## config.mk

```make
export PLATFORM = sky130hd
export DESIGN_NAME = lvda_phase_gen
export DESIGN_NICKNAME = d
export VERILOG_FILES = /design/src/rtl/lvda_timing_pkg.sv /design/src/rtl/lvda_bit_counter.sv /design/src/rtl/lvda_phase_gen.sv
export SDC_FILE = /design/constraint.sdc
export NUM_CORES = 1
export LEC_CHECK = 0
export CORE_AREA = 3 3 65 67
export DETAILED_ROUTE_END_ITERATION = 6
export DIE_AREA = 0 0 68 70
export RECOVER_POWER = 100
export SLEW_MARGIN = 0
export SYNTH_ARGS = -nofsm -noshare
export SYNTH_HDL_FRONTEND = slang
export SYNTH_SLANG_ARGS = --single-unit
```

## constraint.sdc

```tcl
create_clock -name SIM_CLK -period 1.5 [get_ports SIM_CLK]
set_clock_uncertainty 0.05 [all_clocks]
set_input_delay 0.3 -clock SIM_CLK [delete_from_list [all_inputs] [get_ports SIM_CLK]]
set_output_delay 0.3 -clock SIM_CLK [all_outputs]
set_load 0.01 [all_outputs]
```

## src/rtl/lvda_timing_pkg.sv

```systemverilog
// Shared LVDA timing definitions: phase-state encoding, default timing and phase indices.
// Used by lvda_phase_gen and by any phase-timing checker that decodes the W/X/Y/Z drives.
package lvda_timing_pkg;

    typedef enum logic [3:0] {
        ST_IDLE = 4'd0,
        ST_PW   = 4'd1,
        ST_GW   = 4'd2,
        ST_PX   = 4'd3,
        ST_GX   = 4'd4,
        ST_PY   = 4'd5,
        ST_GY   = 4'd6,
        ST_PZ   = 4'd7,
        ST_GZ   = 4'd8
    } phase_state_e;

    localparam int unsigned DEF_PHASE_LEN     = 2;
    localparam int unsigned DEF_GAP_LEN       = 1;
    localparam int unsigned DEF_BITS_PER_WORD = 39;

    localparam int unsigned PH_W = 0;
    localparam int unsigned PH_X = 1;
    localparam int unsigned PH_Y = 2;
    localparam int unsigned PH_Z = 3;

    // Dwell counter counts 0..max(len)-1; never narrower than one bit.
    function automatic int unsigned dwell_width(input int unsigned phase_len,
                                                input int unsigned gap_len);
        int unsigned m;
        m = (phase_len > gap_len) ? phase_len : gap_len;
        return (m > 1) ? $clog2(m) : 1;
    endfunction

    function automatic logic [3:0] phase_drive(input phase_state_e st);
        logic [3:0] d;
        d = '0;
        case (st)
            ST_PW:   d[PH_W] = 1'b1;
            ST_PX:   d[PH_X] = 1'b1;
            ST_PY:   d[PH_Y] = 1'b1;
            ST_PZ:   d[PH_Z] = 1'b1;
            default: d = '0;
        endcase
        return d;
    endfunction

endpackage

```

## src/rtl/lvda_bit_counter.sv

```systemverilog
// Modulo-MOD bit-time counter: advances on inc_i, wraps MOD-1 -> 0, flags the terminal count.
module lvda_bit_counter
#(
    parameter int unsigned MOD = 39,
    parameter int unsigned W   = 6
) (
    input  logic         clk,
    input  logic         rst_n,
    input  logic         inc_i,
    output logic [W-1:0] cnt_o,
    output logic         term_o
);

    logic [W-1:0] cnt_q;
    logic [W-1:0] cnt_d;

    assign term_o = (cnt_q == W'(MOD - 1));
    assign cnt_o  = cnt_q;

    always_comb begin
        cnt_d = cnt_q;
        if (inc_i) begin
            cnt_d = term_o ? '0 : cnt_q + W'(1);
        end
    end

    always_ff @(posedge clk or negedge rst_n) begin
        if (!rst_n) begin
            cnt_q <= '0;
        end else begin
            cnt_q <= cnt_d;
        end
    end

endmodule

```

## src/rtl/lvda_phase_gen.sv

```systemverilog
// LVDA four-phase (W/X/Y/Z) non-overlapping drive generator with bit-time and word-end tracking.
// Define LVDA_PHASE_STEP_EN to enable STEP_MODE/STEP single-bit stepping; otherwise RUN only.
module lvda_phase_gen
    import lvda_timing_pkg::*;
#(
    parameter int unsigned PHASE_LEN     = DEF_PHASE_LEN,
    parameter int unsigned GAP_LEN       = DEF_GAP_LEN,
    parameter int unsigned BITS_PER_WORD = DEF_BITS_PER_WORD,
    parameter int unsigned BIT_W         = 6
) (
    input  logic             SIM_CLK,
    input  logic             SIM_RST,
    input  logic             RUN,
    input  logic             STEP_MODE,
    input  logic             STEP,
    output logic             WDA,
    output logic             XDA,
    output logic             YDA,
    output logic             ZDA,
    output logic [BIT_W-1:0] BIT_CNT,
    output logic             WORD_END,
    output logic             BUSY
);

    localparam int unsigned     DW       = dwell_width(PHASE_LEN, GAP_LEN);
    localparam logic [DW-1:0]   PH_LAST  = DW'(PHASE_LEN - 1);
    localparam logic [DW-1:0]   GAP_LAST = DW'(GAP_LEN - 1);

    phase_state_e     state_q;
    logic [DW-1:0]    dwell_q;
    logic [3:0]       drive_q;
    logic             busy_q;
    logic             word_end_q;
    logic [BIT_W-1:0] bit_cnt_q;

    logic             in_phase;
    logic             dwell_done;
    logic             gz_exit;
    logic             bit_term;
    logic [BIT_W-1:0] bit_cnt;
    logic             launch;
    logic             resume;

    assign in_phase   = (state_q == ST_PW) || (state_q == ST_PX) ||
                        (state_q == ST_PY) || (state_q == ST_PZ);
    assign dwell_done = (dwell_q == (in_phase ? PH_LAST : GAP_LAST));
    assign gz_exit    = (state_q == ST_GZ) && dwell_done;

`ifdef LVDA_PHASE_STEP_EN
    logic step_q;
    logic step_rise;

    always_ff @(posedge SIM_CLK or negedge SIM_RST) begin
        if (!SIM_RST) begin
            step_q <= 1'b0;
        end else begin
            step_q <= STEP;
        end
    end

    // Edges seen while busy are simply lost: only IDLE consults step_rise.
    assign step_rise = STEP & ~step_q;
    assign launch    = STEP_MODE ? step_rise : RUN;
    assign resume    = ~STEP_MODE & RUN;
`else
    logic unused_step;
    assign unused_step = STEP_MODE ^ STEP;
    assign launch      = RUN;
    assign resume      = RUN;
`endif

    lvda_bit_counter #(
        .MOD (BITS_PER_WORD),
        .W   (BIT_W)
    ) u_bit_counter (
        .clk    (SIM_CLK),
        .rst_n  (SIM_RST),
        .inc_i  (gz_exit),
        .cnt_o  (bit_cnt),
        .term_o (bit_term)
    );

    // Outputs are decoded from the current state and registered, so every pin lags the FSM by one cycle.
    always_ff @(posedge SIM_CLK or negedge SIM_RST) begin
        if (!SIM_RST) begin
            state_q    <= ST_IDLE;
            dwell_q    <= '0;
            drive_q    <= '0;
            busy_q     <= 1'b0;
            word_end_q <= 1'b0;
            bit_cnt_q  <= '0;
        end else begin
            drive_q    <= phase_drive(state_q);
            busy_q     <= (state_q != ST_IDLE);
            word_end_q <= gz_exit & bit_term;
            bit_cnt_q  <= bit_cnt;

            if (state_q == ST_IDLE) begin
                dwell_q <= '0;
                if (launch) begin
                    state_q <= ST_PW;
                end
            end else if (dwell_done) begin
                dwell_q <= '0;
                case (state_q)
                    ST_PW:   state_q <= ST_GW;
                    ST_GW:   state_q <= ST_PX;
                    ST_PX:   state_q <= ST_GX;
                    ST_GX:   state_q <= ST_PY;
                    ST_PY:   state_q <= ST_GY;
                    ST_GY:   state_q <= ST_PZ;
                    ST_PZ:   state_q <= ST_GZ;
                    ST_GZ:   state_q <= resume ? ST_PW : ST_IDLE;
                    default: state_q <= ST_IDLE;
                endcase
            end else begin
                dwell_q <= dwell_q + DW'(1);
            end
        end
    end

    assign WDA      = drive_q[PH_W];
    assign XDA      = drive_q[PH_X];
    assign YDA      = drive_q[PH_Y];
    assign ZDA      = drive_q[PH_Z];
    assign BUSY     = busy_q;
    assign WORD_END = word_end_q;
    assign BIT_CNT  = bit_cnt_q;

endmodule

```

=== Yosys cells after proc, flatten, opt, wreduce, memory -nomap -nowiden ===
Cells that the tools add are included.

* Logic and storage cells: 42
* Output and inout bits: 12
* Flip-flop bits (word level): 23

* Bitwise logic cells: 1
* Add/subtract/negate cells: 2
* Mux-type cells: 13
* Reductions and logical operators: 8
* Equality and inequality tests: 11

{| class="wikitable"
|+ Operators with widths
! operator !! count
|-
| $pmux W4 S8 || 1
|-
| $eq A4 B3 Y1 const B || 4
|-
| $mux W4 || 3
|-
| $eq A4 B2 Y1 const B || 2
|-
| $mux W1 || 8
|-
| $add A6 B1 Y6 const B || 1
|-
| $eq A6 B6 Y1 const B || 1
|-
| $mux W6 || 1
|-
| $eq A4 B1 Y1 const B || 1
|-
| $eq A4 B4 Y1 const B || 1
|-
| $logic_not A4 Y1 || 1
|-
| $reduce_bool A4 Y1 || 1
|-
| $logic_or A1 B1 Y1 || 3
|-
| $ne A2 B2 Y1 const B || 1
|-
| $reduce_and A2 Y1 || 1
|-
| $reduce_bool A2 Y1 || 1
|-
| $add A1 B1 Y1 const B || 1
|-
| $and A1 B1 Y1 || 1
|-
| $eq A1 B1 Y1 || 1
|-
| $logic_and A1 B1 Y1 || 1
|}

=== Logic depth before layout (Yosys ltp) ===
* Depth after elaboration: 8
* Mapped depth: 7
* Gate-level depth less buffers: 6

=== Modules after synthesis ===
A second synthesis with hierarchy kept.

* Cell total of the unflattened synthesis: 79
* Area total of the unflattened synthesis: 974.7 µm²

{| class="wikitable"
|+ Modules (own cells, without submodules)
! module !! area an instance (µm²) !! cells each !! instances
|-
| lvda_phase_gen || 625.6 || 48 || 1
|-
| lvda_bit_counter || 349.1 || 31 || 1
|}

=== Least setup slack after synthesis ===
OpenSTA, ideal clock, no wires.

* Path type: reg2reg
* Start: register state_q[0]
* End: register u_bit_counter.cnt_q[5] (netlist: u_bit_counter.cnt_o[5])
* Data required time: 1349 ps
* Stages on the path, launching flop included: 6
* Library setup time: 101 ps
* Setup slack: -95 ps
* Path buffers: 0
* Clock period less this slack: 1595 ps
* Data arrival time: 1445 ps
* Cell sequence: dfrtp_1 nor2b_1 ha_1 and4_4 nand2_2 o311ai_2

* Cells in the longest elaborated chain, start to end: 7

{| class="wikitable"
|+ Ends and longest elaborated chain
! what !! RTL line !! source
|-
| from (decl) || lvda_phase_gen.sv:29 || <nowiki>phase_state_e state_q;</nowiki>
|-
| from (signal assigned) || lvda_phase_gen.sv:113 || <nowiki>ST_GZ: state_q <= resume ? ST_PW : ST_IDLE;</nowiki>
|-
| $eq A4 B1 Y1 / $eq A4 B2 Y1 (equally long branches) || lvda_phase_gen.sv:44 || <nowiki>assign in_phase = (state_q == ST_PW) || (state_q == ST_PX) ||</nowiki>
|-
| $logic_or A1 B1 Y1 (2 in series) || lvda_phase_gen.sv:44 ||
|-
| $logic_or A1 B1 Y1 || lvda_phase_gen.sv:45 || <nowiki>(state_q == ST_PY) || (state_q == ST_PZ);</nowiki>
|-
| $mux W1 || lvda_phase_gen.sv:46 || <nowiki>assign dwell_done = (dwell_q == (in_phase ? PH_LAST : GAP_LAST));</nowiki>
|-
| $eq A1 B1 Y1 || lvda_phase_gen.sv:46 ||
|-
| $logic_and A1 B1 Y1 * || lvda_phase_gen.sv:47 || <nowiki>assign gz_exit = (state_q == ST_GZ) && dwell_done;</nowiki>
|-
| to (signal assigned) || lvda_bit_counter.sv:31 || <nowiki>cnt_q <= cnt_d;</nowiki>
|-
| to (decl) || lvda_bit_counter.sv:14 || <nowiki>logic [W-1:0] cnt_q;</nowiki>
|}

Every way passes the cells marked *; elsewhere a longest branch is shown, timed or not.
A chain may end at the register's enable or synchronous reset.

=== Final worst setup path ===
* Start: register state_q[0]
* End: register u_bit_counter.cnt_q[2] (netlist: u_bit_counter.cnt_o[2])

The elaborated chain is that of the path after synthesis.

==> PnR_summary.wiki <==
{| class="wikitable"
! Metric !! Value
|-
| Run status || completed
|-
| Post-Synth Adder-Cell Area || 4.13%
|-
| Final setup violating endpoints || 0
|-
| Placed cell count || 145
|-
| Violation count after the first detailed-route iteration || 52
|-
| Fin. max-slew vios || 0
|-
| Floorplan core area || 0.00369 mm^2
|-
| Clock sink count || 23
|-
| Layout cells sized above 1 || 17.5%
|-
| Multiplexer area fraction after synthesis || 1.10%
|-
| Reg2Reg Capture Point || u_bit_counter.cnt_o[2]
|-
| Final cell area excluding filler cells || 0.00125 mm^2
|-
| Sequential-to-total area share from yosys stat || 63.4%
|-
| Number of cells on the worst reg-to-reg path || 5
|-
| Start of the worst register-to-register path || state_q[0]
|-
| Most used cells in the layout excluding fill and tap cells || sky130_fd_sc_hd__dfrtp_1 (23), sky130_fd_sc_hd__nand2_1 (8), sky130_fd_sc_hd__nor2_1 (7), sky130_fd_sc_hd__clkdlybuf4s50_1 (7)
|-
| Total power of the final layout || 2.25 mW
|-
| Die Footprint || 0.00476 mm^2
|-
| Routed wire length per instance || 10.9 um
|-
| Post-synth net total || 87
|-
| Met2 track utilization from global routing || 13.3%
|-
| Number of warnings reported in the yosys synthesis log || 0
|-
| Least-Margin Pin Slew || 0.545 ns
|-
| I/O pin count || 17
|-
| Slew HR || 63.7%
|-
| Largest fanout on the critical path || 6
|-
| Root buffer selected by CTS || sky130_fd_sc_hd__clkbuf_8
|-
| DR vias/cell || 4.37
|-
| Chip Height || 70 um
|-
| Dominant combinational cell family by area after synthesis || simple AND/OR/NAND/NOR gates
|-
| Wire length of the first global-routing pass || 2790 um
|-
| Class of the worst hold path || reg -> reg
|-
| Number of antenna violations at the first check in global routing || 0
|-
| XOR/XNOR Fraction of Synth Area || 0.964%
|-
| Number of max-capacitance violations reported || 0
|-
| Capturing element type of the critical path || flop
|-
| Number of H-tree branching levels || 1
|-
| Via count of the first global-routing pass || 658
|-
| DPL Wire Length || 1210 um
|-
| Crit Path Category || reg -> reg
|-
| Antenna viol nets, final || 0
|-
| GRT met1 Usage || 8.57%
|-
| Arrival time worst endpoint || 1.58 ns
|-
| R2R Setup Slk || 0.006 ns
|-
| GRT Total Usage || 7.47%
|-
| Clock Pin Slew Worst Setup and Hold Paths || 0.08 ns
|-
| Post-Synth Simple-Gate Area || 18.0%
|-
| Routability Congestion || 0.843
|-
| NumNets Final || 112
|-
| Mapped Area || 908 um^2
|-
| Final Hold Vio Count || 0
|-
| Final core occ || 33.9%
|-
| Most Used Layer, Global Route || met2
|-
| Hold Path End || BIT_CNT[1]
|-
| Maximum clock rate || 669 MHz
|-
| Worst-Skew Late Latency || 0.25 ns
|-
| Worst min-delay path startpoint || u_bit_counter.cnt_o[1]
|-
| Count of hold buffers inserted by post-cts repair || 0
|-
| Total detailed-routing wirelength || 1640 um
|-
| Post-detailed-route DRC marker count || 0
|-
| Horizontal die dimension || 68 um
|-
| CTS buffer count || 3
|-
| DP Area || 0.00115 mm^2
|-
| Unrepaired setup endpoints after global routing || yes
|-
| Count of non-filler cells in the finished layout || 151
|-
| Number of rows created at floorplan || 22
|-
| Via count of the routed design || 660
|-
| Synth Register Bits || 23
|-
| Worst EP required || 1.59 ns
|-
| Post-route minimum period || 1.49 ns
|-
| Fin crit share || 99.6%
|-
| Worst IR Drop VDD || 0.556 mV
|-
| Average footprint of a synthesized cell || 11.5 um^2
|-
| TritonCTS clock tree || done
|-
| Unique cell type count in the Yosys netlist || 25
|-
| Number of optimization iterations in the first detailed-route pass || 4
|-
| IO buf count || 14
|-
| Maximum number of pins on one net before global-route repair || 24
|-
| Instance count of the mapped netlist || 79
|-
| Type of origin of the critical path || flop
|-
| Sum of overflow across all layers after global routing || 0
|-
| Max clock buf depth || 2
|-
| Count of cells along the worst hold path || 0
|-
| Area overhead of the layout relative to synthesis || 37.6%
|-
| Power density relative to cell area || 1800 mW/mm^2
|-
| Commonest non-fill, non-tap cell in the layout || sky130_fd_sc_hd__dfrtp_1
|-
| Standby leakage power || 0.629 nW
|-
| GR Layer Usage met3 || 1.93%
|-
| Antenna diode count || 0
|-
| Synth Area in Compound Gates || 9.78%
|-
| Initial standard-cell utilization of the core || 24.6%
|}
## critical path, stage by stage, from the launching register on
cell and delay, ns:
sky130_fd_sc_hd__dfrtp_1 0.38, sky130_fd_sc_hd__nor2b_4 0.13, sky130_fd_sc_hd__ha_4 0.29, sky130_fd_sc_hd__nand4_1 0.23
sky130_fd_sc_hd__a21oi_1 0.20, sky130_fd_sc_hd__mux2i_1 0.09
## worst max-delay path by stage
stage | start | endpoint | depth (start not counted)
final | state_q[0] | u_bit_counter.cnt_o[2] | 5
after global routing | state_q[0] | u_bit_counter.cnt_o[3] | 5
after CTS | state_q[0] | u_bit_counter.cnt_o[2] | 5
after detailed placement | state_q[0] | u_bit_counter.cnt_o[3] | 5
after global placement | state_q[0] | u_bit_counter.cnt_o[3] | 5
after floorplan | state_q[3] | state_q[0] | 6
## stage by stage
stage	setup TNS (ns)	setup slack, ns	hold WS, ns
after floorplan	-0.222	-0.0582	-0.0456
after global placement	-0.219	-0.0792	0.389
after detailed placement	-0.478	-0.128	0.401
after CTS	-0.368	-0.0958	0.352
after global routing	-0.469	-0.124	0.438
final	0	0.00556	0.418
## power by group
| part | total (mW) | internal [mW] | leakage (nW) | switching (mW) |
|---|---|---|---|---|
| sequential | 0.887 | 0.775 | 0.306 | 0.111 |
| clock | 0.365 | 0.189 | 0.0228 | 0.176 |
| combinational | 0.998 | 0.537 | 0.300 | 0.460 |
## registers in the layout, indices dropped and copies added, names as in the netlist
name,flops
BIT_CNT,6
u_bit_counter.cnt_o,6
drive_q,4
state_q,4
BUSY,1
WORD_END,1
dwell_q,1
## kinds of logic after synthesis
| group | Yosys count |
|---|---|
| AO/OA/AOI/OAI | 13 |
| XOR/XNOR | 1 |
| adder cells (fa/ha/maj) | 3 |
| buffers and inverters | 6 |
| flip-flops | 23 |
| multiplexers | 1 |
| AND/OR/NAND/NOR | 32 |
## layer usage
layer	routed length, um	up-vias	share of wire (%)
li1	-	316	-
met1	641	330	39
met2	906	12	55
met3	87	2	5.3
met4	7	0	0.43
met5	0	-	0
## Yosys cell counts
master	instances	area share [%]
sky130_fd_sc_hd__a21oi_1	2	1.1
sky130_fd_sc_hd__a22o_1	1	0.96
sky130_fd_sc_hd__a311oi_1	1	0.96
sky130_fd_sc_hd__and2_1	1	0.69
sky130_fd_sc_hd__and4_4	1	1.2
sky130_fd_sc_hd__buf_2	1	0.55
sky130_fd_sc_hd__dfrtp_1	23	63
sky130_fd_sc_hd__ha_1	3	4.1
sky130_fd_sc_hd__inv_1	5	2.1
sky130_fd_sc_hd__mux2i_1	1	1.1
sky130_fd_sc_hd__nand2_1	8	3.3
sky130_fd_sc_hd__nand2_2	1	0.69
sky130_fd_sc_hd__nand2b_1	3	2.1
sky130_fd_sc_hd__nand3_1	2	1.1
sky130_fd_sc_hd__nand4_1	3	2.1
sky130_fd_sc_hd__nor2_1	7	2.9
sky130_fd_sc_hd__nor2_2	1	0.69
sky130_fd_sc_hd__nor2b_1	1	0.69
sky130_fd_sc_hd__nor3_1	2	1.1
sky130_fd_sc_hd__o21ai_0	6	3.3
sky130_fd_sc_hd__o311ai_2	1	1.8
sky130_fd_sc_hd__o31ai_1	2	1.7
sky130_fd_sc_hd__or2_2	1	0.69
sky130_fd_sc_hd__or2b_1	1	0.83
sky130_fd_sc_hd__xnor2_1	1	0.96
## layout make-up
cell class                 count  area, um^2
sequential                    23         576
inverter                       5        18.8
tap                           48        60.1
fill                         391        2440
clock buffer                   4        45.0
timing repair buffer          21         205
multi-input combinational     50         345
## timing repair
| item | 4_1_cts | 5_1_grt |
|---|---|---|
| setup endpoints to repair | 7 | 17 |
| buffers inserted | 2 | 0 |
| resized for setup | 3 | 12 |
| pin swaps | 4 | 5 |
Note: power is estimated with default switching activity, not from simulation.
